===== config.mk =====
export PLATFORM = sky130hd
export DESIGN_NAME = bp_fe_ras
export DESIGN_NICKNAME = d
export VERILOG_FILES = /design/src/rtl/bp_fe_ras.sv
export SDC_FILE = /design/constraint.sdc
export NUM_CORES = 1
export LEC_CHECK = 0
export ABC_AREA = 0
export BUFFER_PORTS_ARGS = -buffer_cell sky130_fd_sc_hd__buf_4
export CORE_UTILIZATION = 51
export DETAILED_ROUTE_END_ITERATION = 6
export PLACE_DENSITY = 0.79
export SYNTH_ARGS = -nofsm -noshare
export SYNTH_HDL_FRONTEND = slang
export SYNTH_SLANG_ARGS = --single-unit

===== constraint.sdc =====
create_clock -name clk_i -period 2.6 [get_ports clk_i]
set_input_delay 0.26 -clock clk_i [delete_from_list [all_inputs] [get_ports clk_i]]
set_output_delay 0.26 -clock clk_i [all_outputs]
set_load 0.05 [all_outputs]

===== src/rtl/bp_fe_ras.sv =====
// Return address stack for the front end: pushes return targets on calls and
// predicts the return target of a ret one cycle later.
`ifndef BP_FE_INSTR_SCAN_CLASS_WIDTH
`define BP_FE_INSTR_SCAN_CLASS_WIDTH 3
`endif

module bp_fe_ras #(
    parameter int eaddr_width_p = 39,
    parameter int ras_entries_p = 4
) (
    input  logic                                      clk_i,
    input  logic                                      reset_i,
    input  logic                                      v_i,
    input  logic [`BP_FE_INSTR_SCAN_CLASS_WIDTH-1:0]  scan_class_i,
    input  logic                                      is_compressed_i,
    input  logic [eaddr_width_p-1:0]                  pc_i,
    input  logic                                      flush_i,
    output logic                                      pred_v_o,
    output logic [eaddr_width_p-1:0]                  pred_addr_o,
    output logic                                      empty_o,
    output logic                                      full_o
);

    localparam int ptr_w = $clog2(ras_entries_p);
    localparam int cnt_w = $clog2(ras_entries_p + 1);
    localparam logic [`BP_FE_INSTR_SCAN_CLASS_WIDTH-1:0] e_rvi_call = 3'd4;
    localparam logic [`BP_FE_INSTR_SCAN_CLASS_WIDTH-1:0] e_rvi_ret  = 3'd5;

    logic [eaddr_width_p-1:0] mem_q [ras_entries_p];
    logic [ptr_w-1:0]         top_q, top_d;
    logic [cnt_w-1:0]         count_q, count_d;
    logic                     pred_v_q, pred_v_d;
    logic [eaddr_width_p-1:0] pred_addr_q, pred_addr_d;

    logic                     accept, push, pop, is_full;
    logic [eaddr_width_p-1:0] ret_addr;
    logic [ptr_w-1:0]         push_idx;

    always_comb begin
        is_full     = (count_q == cnt_w'(ras_entries_p));
        accept      = v_i & ~flush_i;
        push        = accept & (scan_class_i == e_rvi_call);
        pop         = accept & (scan_class_i == e_rvi_ret) & (count_q != '0);
        ret_addr    = pc_i + (is_compressed_i ? eaddr_width_p'(2) : eaddr_width_p'(4));
        push_idx    = top_q + ptr_w'(1);

        top_d       = top_q;
        count_d     = count_q;
        pred_v_d    = 1'b0;
        pred_addr_d = pred_addr_q;

        if (flush_i) begin
            top_d   = '0;
            count_d = '0;
        end else if (push) begin
            // A push while full reuses the oldest slot, so the count just saturates.
            top_d   = push_idx;
            count_d = is_full ? count_q : count_q + cnt_w'(1);
        end else if (pop) begin
            pred_v_d    = 1'b1;
            pred_addr_d = mem_q[top_q];
            top_d       = top_q - ptr_w'(1);
            count_d     = count_q - cnt_w'(1);
        end
    end

    always_ff @(posedge clk_i) begin
        if (reset_i) begin
            top_q       <= '0;
            count_q     <= '0;
            pred_v_q    <= 1'b0;
            pred_addr_q <= '0;
        end else begin
            top_q       <= top_d;
            count_q     <= count_d;
            pred_v_q    <= pred_v_d;
            pred_addr_q <= pred_addr_d;
        end
    end

    // Entry storage is deliberately left out of reset and flush.
    always_ff @(posedge clk_i) begin
        if (push && !reset_i) begin
            mem_q[push_idx] <= ret_addr;
        end
    end

    assign pred_v_o    = pred_v_q;
    assign pred_addr_o = pred_addr_q;
    assign empty_o     = (count_q == '0);
    assign full_o      = is_full;

endmodule


==> flow_metrics.py <==
metrics = {
    "cts": {
        "cts-resized-gates": 0,
        "clkSinkCount": 201,
        "cts-root-buf": "clkbuf_16",
        "cts_tree": "built",
        "clock_path_buffers": 3,
        "cts_buffers": 21,
        "cts_max_level": 1,
        "clkTransAtPathRegs_ps": 60,
        "clk_latency_ps": 500,
    },
    "grt": {
        "grt_pass1_wl_um": 26390,
        "gr-total-overflow": 0,
        "grt_max_degree": 47,
        "gr-usage-all-layers": 0.2115,
        "grt_pass1_vias": 5045,
        "antenna_found_initial": 0,
    },
    "finish": {
        "diodes": 0,
        "multi_input_area_mm2": 0.002472,
        "fin_nets": 696,
        "final_cell_mix": "edfxtp_1 (156), buf_4 (96), nand2_1 (89), dfxtp_1 (43), a21oi_1 (42)",
        "drive_above_1_share": 0.2912,
        "seq_area_mm2": 0.005588,
        "syn2layout_area_growth_pct": 21.37,
        "fin_util": 0.6444,
        "design_area_mm2": 0.009941,
        "nFillCells": 1117,
        "final-instance-count-excl-fill": 867,
        "final_common_cell": "edfxtp_1",
    },
    "logic_synthesis": {
        "ys_seq_area_frac": 0.6819,
        "yosys_warnings": 0,
        "syn_area_per_cell_um2": 15.14,
        "synth_cells": 541,
        "synthFlopType": "edfxtp_1",
        "async_flop_share": 0,
        "yosys_register_bits": 201,
        "syn-num-nets": 596,
        "synth.distinct_cells": 42,
        "syn_area_mm2": 0.008190,
        "synth-edff-count": 156,
    },
    "hold_path": {
        "min_to": "mem_q[0][31]$_DFFE_PP_",
        "hp-start": "pc_i[31]",
        "hold_class": "in2reg",
        "whs_path_depth": 2,
    },
    "route": {
        "avgViaCountPerCell": 5.696,
        "dr_total_vias": 4938,
        "drtIter0Drc": 395,
        "totalWireLength_um": 16830,
        "remaining_drc_errors": 0,
        "ant_nets": 0,
        "post_drt_wl_per_cell_um": 19.41,
        "dr.pass1.iters": 4,
    },
    "setup_path": {
        "start_kind": "input pin",
        "path_buf_inv": 3,
        "critical_path_class": "in2reg",
        "cpMaxStageDelayCell": "dlygate4sd3_1",
        "cp.arrival_ps": 2440,
        "r2r_setup_slack_ps": 860,
        "end_kind": "flip-flop",
        "cp.required_ps": 2790,
        "r2r_cells": 4,
        "rr_endpoint": "pred_addr_o[35]$_SDFFE_PP0P_",
        "path_cells": "dlygate4sd3_1 > buf_4 > and4bb_1 > nand2b_1 > nor2_1 > and2_2 > buf_12",
        "crit_family": "simple AND/OR/NAND/NOR gates",
        "crit_fanout": 17,
        "crit_path_max_incr_delay_ps": 540,
        "reg2reg_from": "top_q[0]$_SDFFE_PP0P_",
    },
    "floorplanning": {
        "row_count": 45,
        "die_y_um": 128.7,
        "die_area_mm2": 0.01657,
        "core_mm2": 0.01543,
        "die_x_um": 128.7,
        "initial_core_util": 0.5309,
        "pin_count": 89,
    },
    "timing": {
        "setup-violations-final": 0,
        "max_slew_margin": 0.6520,
        "tns_ps": 0,
        "max_freq_mhz": 443.8,
        "period_share": 0.8666,
        "hold_violations": 0,
        "worstMarginPinSlew_ps": 522.0,
        "slew_viol_final": 0,
        "rsz0062_at_grt": "false",
        "final.min_clock_period_ps": 2253,
        "finClkSkew_ps": 18.37,
    },
    "placement": {
        "dp_hpwl_um": 10400,
        "place_area_mm2": 0.009195,
        "post-place-cells": 827,
        "gp_congestion": 0.8477,
        "io_buffers": 88,
    },
    "power_and_ir_drop": {
        "ir_drop_mv": 0.5687,
        "total_power_mw": 6.754,
        "p_leak_nw": 3.320,
        "p_per_area_mw_per_mm2": 679.5,
    },
    "run_status": {
        "status": "finished clean",
    },
    "job": {
        "cap_violations": 0,
    },
}
## flip-flops by register name (all words and copies together) (netlist names)
register and count:
mem_q 156, top_q 2, count_q 3, pred_v_o 1, pred_addr_o 39
## synthesized netlist by cell type, types with 2 or more instances
library cell	n	area share
edfxtp_1	156	0.57
nand2_1	89	0.041
dfxtp_1	45	0.11
a21oi_1	42	0.026
mux4_2	39	0.11
xnor2_1	28	0.030
nand4_1	19	0.015
clkbuf_1	17	0.0078
and2_1	10	0.0076
and3_1	9	0.0069
nand3_1	9	0.0055
xor2_1	9	0.0096
inv_1	8	0.0037
buf_2	7	0.0043
nor2_1	7	0.0032
ha_1	6	0.0092
nor4_1	4	0.0031
nor4_2	4	0.0061
o21ai_0	4	0.0024
nor3_1	3	0.0018
a211oi_1	2	0.0018
and4_1	2	0.0021
buf_1	2	0.00092
fa_1	2	0.0049
## timing repair
item	CTS	global route
hold buffers	2	0
buffers inserted	0	0
endpoints found under the hold margin	6	0
## logic make-up after synthesis
family / Yosys count / share of synthesized area
compound gates: 52 / 0.03391
xor+xnor: 37 / 0.03957
fa+ha+maj: 8 / 0.01405
buf+inv: 35 / 0.01757
flops: 201 / 0.6819
mux: 40 / 0.1085
simple gates: 168 / 0.1045
## metrics by stage
| step | setup slack, ps | hold WS, ps |
|---|---|---|
| 3_5_place_dp | 141.4 | 449.5 |
| 5_1_grt | 201.7 | 141.8 |
| 4_1_cts | 352.0 | 133.9 |
| 3_3_place_gp | 245.7 | 444.7 |
| 2_1_floorplan | 305.0 | 336.4 |
| 6_report | 346.8 | 142.5 |
## routing by layer
metal	global-route usage	vias to the layer above	routed length [µm]
met4	0.07405	0	422
met2	0.3647	193	8402
li1	-	2252	-
met5	0	-	0
met1	0.2674	2459	6741
met3	0.04241	34	1262
## report_power, final
part / internal, mW / switching (mW)
clock network: 1.88 / 1.18
registers: 3.47 / 0.00237
logic: 0.0919 / 0.128
## worst max-delay path by stage
stage / start / endpoint / slack, ps / depth (start not counted)
final: flush_i / mem_q[0][13]$_DFFE_PP_ / 350 / 7
after global routing: flush_i / mem_q[0][13]$_DFFE_PP_ / 200 / 7
after CTS: flush_i / mem_q[0][13]$_DFFE_PP_ / 350 / 7
after detailed placement: is_compressed_i / mem_q[0][25]$_DFFE_PP_ / 140 / 9
after global placement: is_compressed_i / mem_q[1][33]$_DFFE_PP_ / 250 / 9
after floorplan: scan_class_i[1] / mem_q[0][0]$_DFFE_PP_ / 300 / 5
## final cells by class
cell class / instances / share of cell area
Sequential cell: 201 / 0.5621
Multi-Input combinational cell: 305 / 0.2487
Timing Repair Buffer: 104 / 0.08660
Clock buffer: 29 / 0.06306
Tap cell: 211 / 0.02656
Clock inverter: 9 / 0.009943
Inverter: 8 / 0.003021
## worst register-to-register path, delay by kind of cell, from the launching register on
kind	cells	cell delay (ps)
flip-flops	1	570
AO/OA/AOI/OAI	1	60
buffers and inverters	1	330
multiplexers	1	570
AND/OR/NAND/NOR	1	90
Note: power is estimated with default switching activity, not from simulation.
